===== config.mk =====
export PLATFORM = sky130hd
export DESIGN_NAME = term_loop_ctrl
export DESIGN_NICKNAME = d
export VERILOG_FILES = /design/src/rtl/term_loop_ctrl_pkg.sv /design/src/rtl/term_loop_group.sv /design/src/rtl/term_loop_ctrl.sv
export SDC_FILE = /design/constraint.sdc
export NUM_CORES = 1
export LEC_CHECK = 0
export BUFFER_PORTS_ARGS = -buffer_cell sky130_fd_sc_hd__buf_2
export CAP_MARGIN = 20
export CORE_MARGIN = 2
export CORE_UTILIZATION = 49
export CTS_CLUSTER_DIAMETER = 40
export DETAILED_ROUTE_END_ITERATION = 12
export PLACE_DENSITY_LB_ADDON = 0.2
export SLEW_MARGIN = 5
export SYNTH_ARGS = -nofsm -noshare
export SYNTH_HDL_FRONTEND = slang
export SYNTH_SLANG_ARGS = --single-unit
export TNS_END_PERCENT = 100

===== constraint.sdc =====
create_clock -name UserCLK -period 4.9 [get_ports UserCLK]
set_clock_uncertainty 0.1 [all_clocks]
set_input_delay 0.245 -clock UserCLK [delete_from_list [all_inputs] [get_ports UserCLK]]
set_output_delay 0.245 -clock UserCLK [all_outputs]
set_load 0.03 [all_outputs]

===== src/rtl/term_loop_ctrl_pkg.sv =====
// Shared definitions for the fabric-edge loop-back controller.
// Holds the per-group mode encoding and its 2-bit typedef.
package term_loop_ctrl_pkg;

   localparam int MODE_W = 2;

   typedef enum logic [MODE_W-1:0] {
      MODE_TIE    = 2'b00,
      MODE_COMB   = 2'b01,
      MODE_REG    = 2'b10,
      MODE_STICKY = 2'b11
   } mode_t;

endpackage


===== src/rtl/term_loop_group.sv =====
// One loop-back wire group: mode decode, state register, output mux.
// Ports: clk, rst, mode, clr (mode change), nend in, sbeg out.
module term_loop_group
   import term_loop_ctrl_pkg::*;
#(
   parameter int GROUP_W = 16
) (
   input  logic               clk,
   input  logic               rst,
   input  mode_t              mode,
   input  logic               clr,
   input  logic [GROUP_W-1:0] nend,
   output logic [GROUP_W-1:0] sbeg
);

   // q is the REG pipeline stage or the STICKY bits, per mode
   logic [GROUP_W-1:0] q;
   logic [GROUP_W-1:0] q_nxt;

   always_comb begin
      q_nxt = '0;
      case (mode)
         MODE_REG:    q_nxt = nend;
         MODE_STICKY: q_nxt = q | nend;
         MODE_TIE:    q_nxt = '0;
         MODE_COMB:   q_nxt = '0;
         default:     q_nxt = '0;
      endcase
      // a mode change starts the new mode from a clean state
      if (clr) q_nxt = '0;
   end

   always_ff @(posedge clk or posedge rst) begin
      if (rst) q <= '0;
      else     q <= q_nxt;
   end

   always_comb begin
      sbeg = '0;
      case (mode)
         MODE_TIE:    sbeg = '0;
         MODE_COMB:   sbeg = nend;
         MODE_REG:    sbeg = q;
         MODE_STICKY: sbeg = q;
         default:     sbeg = '0;
      endcase
   end

endmodule


===== src/rtl/term_loop_ctrl.sv =====
// Fabric-edge loop-back terminator with frame-configured per-group modes.
// Ports: UserCLK/Reset, NEND->SBEG loop bus, FrameData/FrameStrobe config,
// FrameStrobe_O forward, UserCLKo buffered clock, CfgMode readback.
module term_loop_ctrl
   import term_loop_ctrl_pkg::*;
#(
   parameter int NUM_GROUPS      = 5,
   parameter int GROUP_W         = 16,
   parameter int MaxFramesPerCol = 20,
   parameter int FrameBitsPerRow = 32,
   parameter int CFG_FRAME       = 0,
   parameter int STROBE_PIPE     = 0
) (
   input  logic                            UserCLK,
   input  logic                            Reset,
   input  logic [NUM_GROUPS*GROUP_W-1:0]   NEND,
   output logic [NUM_GROUPS*GROUP_W-1:0]   SBEG,
   input  logic [FrameBitsPerRow-1:0]      FrameData,
   input  logic [MaxFramesPerCol-1:0]      FrameStrobe,
   output logic [MaxFramesPerCol-1:0]      FrameStrobe_O,
   output logic                            UserCLKo,
   output logic [2*NUM_GROUPS-1:0]         CfgMode
);

   localparam int MW = 2 * NUM_GROUPS;

   if (MW > FrameBitsPerRow) begin : g_bad_width
      $error("mode register wider than FrameData");
   end
   if (CFG_FRAME >= MaxFramesPerCol) begin : g_bad_frame
      $error("CFG_FRAME outside FrameStrobe");
   end

   // clock buffer: straight wire, mapped to a clock buffer cell
   assign UserCLKo = UserCLK;

   logic          strb;
   logic          strb_q;
   logic          armed_q;
   logic          wr;
   logic [MW-1:0] cfg_q;

   assign strb = FrameStrobe[CFG_FRAME];

   // armed_q blocks a strobe that was already high across reset
   // release until it has been seen low once
   assign wr = strb & ~strb_q & armed_q;

   always_ff @(posedge UserCLK or posedge Reset) begin
      if (Reset) begin
         strb_q  <= 1'b0;
         armed_q <= 1'b0;
         cfg_q   <= '0;
      end else begin
         strb_q  <= strb;
         armed_q <= armed_q | ~strb;
         if (wr) cfg_q <= FrameData[MW-1:0];
      end
   end

   assign CfgMode = cfg_q;

   // upper FrameData bits are ignored by design
   logic unused_fd;
   assign unused_fd = ^FrameData;

   if (STROBE_PIPE != 0) begin : g_strb_pipe
      logic [MaxFramesPerCol-1:0] fs_q;
      always_ff @(posedge UserCLK or posedge Reset) begin
         if (Reset) fs_q <= '0;
         else       fs_q <= FrameStrobe;
      end
      assign FrameStrobe_O = fs_q;
   end else begin : g_strb_comb
      assign FrameStrobe_O = FrameStrobe;
   end

   for (genvar g = 0; g < NUM_GROUPS; g++) begin : g_grp
      logic clr;
      assign clr = wr & (FrameData[2*g +: 2] != cfg_q[2*g +: 2]);

      term_loop_group #(
         .GROUP_W (GROUP_W)
      ) u_grp (
         .clk  (UserCLK),
         .rst  (Reset),
         .mode (mode_t'(cfg_q[2*g +: 2])),
         .clr  (clr),
         .nend (NEND[g*GROUP_W +: GROUP_W]),
         .sbeg (SBEG[g*GROUP_W +: GROUP_W])
      );
   end

endmodule


== Word level (Yosys, flattened, before mapping) ==
Cells that the tools add are included.

* Output and inout port bits: 111
* Input port bits: 134
* Flip-flop bits (word level): 92
* Logic and storage cells: 73

* Reduce and logical (&&, ||, !) cells: 15
* Muxes and demuxes: 15
* Bitwise operators: 15
* Equality and inequality tests: 20

{| class="wikitable"
|+ Operators with widths
! operator !! number
|-
| $pmux W16 S3 || 10
|-
| $mux W16 || 5
|-
| $or A16 B16 Y16 || 5
|-
| $eq A2 B2 Y1 const B || 10
|-
| $reduce_or A2 Y1 || 10
|-
| $eq A2 B1 Y1 const B || 5
|-
| $logic_not A2 Y1 || 5
|-
| $ne A2 B2 Y1 || 5
|-
| $and A1 B1 Y1 || 7
|-
| $not A1 Y1 || 2
|-
| $or A1 B1 Y1 || 1
|}

== Longest topological paths before layout ==
Gate-level depths: netlist (run 1).

* Depth in word-level cells: 5
* Mapped depth: 5
* Mapped depth without buffers: 3

== Modules after synthesis ==
Synthesis (run 1) repeated with hierarchy kept, for this count alone.

* Cell total of the unflattened synthesis: 437
* Area, all modules: 4604.4 sq um

{| class="wikitable"
|+ Modules (own cells, without submodules)
! module !! times used !! area an instance (sq um) !! cells each !! seq. area each (sq um)
|-
| term_loop_group || 5 || 772.0 || 75 || 400.4
|-
| term_loop_ctrl || 1 || 744.5 || 62 || 300.3
|}

==> results.md, run 1 <==
- Ranking of synthesized cells by area: dfrtp_1 51%, a22o_1 15%, a21oi_1 8.9%
- Most Crowded Layer GR: met2
- Postcts setup bufs: 0
- Fill cell total of the finished layout: 681
- Synthesized area: 4520 um2
- Worst-path maximum fanout: 2
- Setup WS pre-CTS: 1.95 ns
- Vias in the first global route: 3936
- Router iterations before antenna repair: 5
- RSZ-0062 raised after global routing: false
- Most frequent cell after synthesis: dfrtp_1
- Async S/R FF share, synth: 100%
- Final setup fails: 0
- Post-synthesis instance total: 422
- Setup tns final: 0 ns
- Synthesis-to-finish area growth: 40.1%
- Slew HR: 27.2%
- Worst-path clk slew: 0.08 ns
- Global-route wire length before repair: 18200 um
- Worst setup EP type: output port
- I/O Buffers: 184
- Layout cell share with drive strength beyond 1: 34.1%
- DR iter-0 viols: 153
- Cell taking the most area after synthesis: dfrtp_1
- RePlAce Congestion: 0.801
- Max-slew violation count: 0
- Resized cells post-CTS: 0
- Synth top area share: 50.9%
- Starting Density: 49.7%
- Detailed-placement wirelength estimate: 6690 um
- Net count, final: 793
- DRC Markers: 0
- Routed WL per cell: 15.0 um
- CTS tree: done
- Die area: 10000 um2
- Critical path type: clock port to output port
- Peak supply drop: 182 uV
- Total power: 2410 uW
- Worst Hold Class: primary input to async pin
- Clk_lat worst skew: 0.45 ns
- Placement Rows: 35
- Leakage Power: 0.00321 uW
- Vias per cell: 5.35
- Via count: 4136
- Drt total wl: 11600 um
- Fin worst setup slack: 1.72 ns
- Met1 Usage GRT: 29.1%
- Met2 usage: 36.1%
- Chip Height: 100 um
- Largest net degree at the start of global routing: 49
- Total track usage: 22.9%
- Primary FF master, synth: dfrtp_1
- Pwr Density: 380 nW/um2
- GR Overflow Total: 0
- IO Pins: 245
- Antenna violations before repair: 0
- Synth unique cells: 17
- Worst hold slack: 0.354 ns
- Inserted Diodes: 0
- Sequential area share after synthesis: 50.9%
- Core ar.: 9110 um2
- Fin. Hold Viols: 0
- Worst Max-Slew Pin Slew: 1.09 ns
- Post-synth EDFFs: 0
- Worst Path Required: 4.55 ns
- Met3 usage: 6.27%
- Status: completed
- Mean Syn Cell Area: 10.7 um2
- Commonest cells in the netlist: 92 x dfrtp_1, 80 x a21oi_1, 80 x a22o_1, 80 x nor2_1, 26 x buf_4
- Antenna Nets Post-Route: 0
- Startpoint types: clock port
- Die W: 100 um
- Synth Net Count: 556
- Max_cap viols: 0
- Synth Warn #: 0
- Data arrival, critical path: 2.84 ns
- Post-synthesis register bit count: 92
-- placed cells by master (no fill, tap or decap), types with 5 or more instances in the layout --
cell / instances
mux2_2: 10
a21oi_1: 80
a2bb2oi_4: 5
clkbuf_8: 12
a22o_1: 80
nand2_1: 5
dlygate4sd3_1: 92
nor2_1: 80
xor2_2: 5
dfrtp_1: 92
nor2b_1: 5
buf_2: 184
-- power breakdown --
part           internal, uW  total, uW  switching [uW]  leakage [uW]
Combinational           341        850             509       0.00192
Clock                   287        557             270      0.000115
Sequential              865        999             134       0.00117
-- sequential cells by signal, indices dropped and copies added (netlist names) --
name,count
strb_q,1
g_grp.u_grp.q,80
armed_q,1
CfgMode,10
-- layout make-up --
type | count | area [um2] | share of cell area, %
clock buffer | 15 | 178 | 2.80
sequential | 92 | 2300 | 36.3
clock inverter | 3 | 40.0 | 0.632
multi-input combinational | 272 | 1810 | 28.5
timing repair buffer | 279 | 1870 | 29.5
tap | 111 | 139 | 2.19
inverter | 1 | 5.00 | 0.0790
-- through the flow --
stage | instances | utilization, % | instance area (um2)
after floorplan | 422 | - | 4520
after global placement | 661 | 56.9 | 5180
after detailed placement | 661 | 56.9 | 5180
after CTS | 770 | 69.3 | 6310
after global routing | 773 | 69.6 | 6340
final | 773 | 69.6 | 6340
-- critical path: stages --
cell	delay, ns
clkbuf_8	0.11
clkbuf_8	0.11
buf_2	0.16
-- metal layers --
metal	vias up	share of wire, %
met2	186	48
met4	0	2.5
met1	1972	43
met5	-	0
met3	26	7.2
li1	1952	-
-- cells by family (layout without fill, tap and decap cells) --
group                     after synthesis  after routing  share of synthesized area (%)
muxes                                  10             10                           2.49
buffers and inverters                  58            298                           9.18
DFF                                    92             92                           50.9
AOI/OAI and AO/OA                     165            165                           27.2
and+or+nand+nor                        92             92                           8.38
xor gates and xnor gates                5              5                           1.80
-- timing repair --
item,CTS,global route
hold buffers,92,0
setup endpoints to repair,0,0
hold endpoints to repair,135,0
-- final timing paths --
path	to	cells after the start	from	slack [ns]
max	UserCLKo	3	UserCLK	1.72
min	g_grp[3].u_grp.q[11]$_DFF_PP0_	3	Reset	0.35
max reg2reg	g_grp[3].u_grp.q[7]$_DFF_PP0_	3	CfgMode[6]$_DFFE_PP0P_	3.13
min reg2reg	g_grp[0].u_grp.q[5]$_DFF_PP0_	2	g_grp[0].u_grp.q[5]$_DFF_PP0_	0.42
max in group asynchronous	g_grp[2].u_grp.q[8]$_DFF_PP0_	4	Reset	3.25
min in group UserCLK	FrameStrobe_O[18]	0	FrameStrobe[18]	0.39
Power figures use the tool's default switching activity.
==> run 2: changes to the inputs <==
- CORE_UTILIZATION: 49 -> 45
- clock period: 4.9 -> 3 ns (I/O delays scaled with it)
==> run 2 against run 1 <==
Combinational power rose by 72%. Global-route usage fell by 1.8 points. Sequential power rose by 58%. Wire length rose by 0.29%. Sequential share of layout area fell by 0.47 points.
==> results.md, run 2 (synthesized netlist as in run 1, its figures left out) <==
- Status: completed
- Max-slew violation count: 0 (unchanged)
- Peak supply drop: 443 uV (+140%)
- Fin crit share: 80.4%
- IO Pins: 245 (unchanged)
- Detailed-placement wirelength estimate: 7060 um (+5.5%)
- Total track usage: 21.1% (-1.8 points)
- Number of flip-flops under the largest register name: 80 (unchanged)
- Die area: 10900 um2 (+8.5%)
- RePlAce Congestion: 0.719 (-10%)
- Synthesis-to-finish area growth: 41.9%
- Chip Height: 104 um (+4.2%)
- RSZ-0062 raised after global routing: false
- CTS tree: done
- Core ar.: 9770 um2 (+7.3%)
- Design area: 6420 um2 (+1.3%)
- Via count: 4135 (-0.024%)
- Router iterations before antenna repair: 5 (unchanged)
- DRC Markers: 0 (unchanged)
- I/O Buffers: 184 (unchanged)
- Max_cap viols: 0 (unchanged)
- Vias per cell: 5.16 (-3.6%)
- Placement Rows: 36 (+2.9%)
- Worst Hold Class: primary input to output port
- Clk_lat worst skew: 0.45 ns (about the same)
- Layout cell share with drive strength beyond 1: 34.8% (+0.69 points)
- Worst Path Required: 2.75 ns (-1.80 ns)
- Startpoint types: flip-flop
- Worst setup EP type: output port
- Slew HR: 49.0% (+22 points)
- Cts hold-fix bufs: 92 (unchanged)
- Routed WL per cell: 14.5 um (-3.3%)
- Worst-path maximum fanout: 20 (+18)
- Largest net degree at the start of global routing: 50 (+2.0%)
- Worst Max-Slew Pin Slew: 0.764 ns (-0.325 ns)
- F_max: 415 MHz
- Inserted Diodes: 0 (unchanged)
- Antenna Nets Post-Route: 0 (unchanged)
- DR iter-0 viols: 218 (+42%)
- Vias in the first global route: 4010 (+1.9%)
- Fin. Hold Viols: 0 (unchanged)
- Leakage Power: 0.00324 uW (+1.1%)
- Net count, final: 799 (+0.76%)
- Global-route wire length before repair: 18800 um (+3.3%)
- Commonest cells after routing, fill and taps aside: 184 x buf_2, 92 x dfrtp_1, 92 x dlygate4sd3_1
- Critical path type: flip-flop to output port
- Resized cells post-CTS: 0 (unchanged)
- Placed cell area: 5290 um2 (+2.1%)
- Final Util: 65.7% (-3.9 points)
- Postcts setup bufs: 0 (unchanged)
- Commonest non-fill, non-tap cell in the layout: buf_2
- Die W: 104 um (+4.2%)
- Final setup fails: 0 (unchanged)
- Top reg by flops: g_grp.u_grp.q
- Data arrival, critical path: 2.16 ns (-0.68 ns)
- Final min period: 2.41 ns
- Pwr Density: 611 nW/um2 (+61%)
- Antenna violations before repair: 0 (unchanged)
- Drt total wl: 11600 um (+0.29%)
- GR Overflow Total: 0 (unchanged)
- Worst-path clk slew: 0.08 ns (about the same)
- Setup tns final: 0 ns (unchanged)
- Starting Density: 46.3% (-3.4 points)
## run 2: cell count changes in the layout (fill, tap and decap cells not counted), sizes merged
cell and change:
bufinv -1, buf +6, clkbuf +2
## run 2: path summary, 6_finish.rpt
check / depth (start not counted) / startpoint / to / slack, ns
min in group asynchronous: 3 / Reset / g_grp[4].u_grp.q[0]$_DFF_PP0_ / 0.25
hold / removal: 0 / FrameStrobe[11] / FrameStrobe_O[11] / 0.20
hold reg to reg: 2 / g_grp[1].u_grp.q[6]$_DFF_PP0_ / g_grp[1].u_grp.q[6]$_DFF_PP0_ / 0.42
setup / recovery: 4 / CfgMode[8]$_DFFE_PP0P_ / SBEG[73] / 0.59
max in group asynchronous: 4 / Reset / CfgMode[3]$_DFFE_PP0P_ / 1.84
setup reg to reg: 3 / CfgMode[0]$_DFFE_PP0P_ / g_grp[0].u_grp.q[1]$_DFF_PP0_ / 1.23
## run 2: cell type report
type / instances / area [um2]
clock buffer: 17 / 205
clock inverter: 2 / 10.0
fill: 809 / 3360
inverter: 1 / 5.00
multi-input combinational: 272 / 1810
sequential: 92 / 2300
tap: 133 / 166
timing repair buffer: 285 / 1920
## run 2: stage by stage
| step | setup slack, ns | total power, uW | hold WS (ns) | std cells |
|---|---|---|---|---|
| after global placement | 1.09 | 2980 | 0.200 | 692 |
| final | 0.589 | 3920 | 0.200 | 802 |
| after CTS | 0.578 | 3960 | 0.200 | 802 |
| after detailed placement | 1.09 | 3010 | 0.200 | 692 |
| after global routing | 0.407 | 4130 | 0.200 | 802 |
| after floorplan | 0.358 | 2720 | 0.0814 | 422 |
## run 2: critical path, stage by stage (launching register included)
cell and delay [ns]:
dfrtp_1 0.79, nor2b_1 0.30, buf_4 0.25, a22o_1 0.17, buf_2 0.20
## run 2: power by group
part | internal (uW) | leakage [uW] | switching (uW)
clock | 435 | 0.000115 | 448
sequential | 1410 | 0.00117 | 167
combinational | 575 | 0.00196 | 884
total | 2420 | 0.00324 | 1500
## run 2: metal layers
layer	track usage (%)	vias to the layer above	part of all wire, %
li1	-	1965	-
met5	0	-	0
met3	4.20	24	5.6
met2	35.1	159	50
met4	9.36	0	1.9
met1	26.9	1987	42
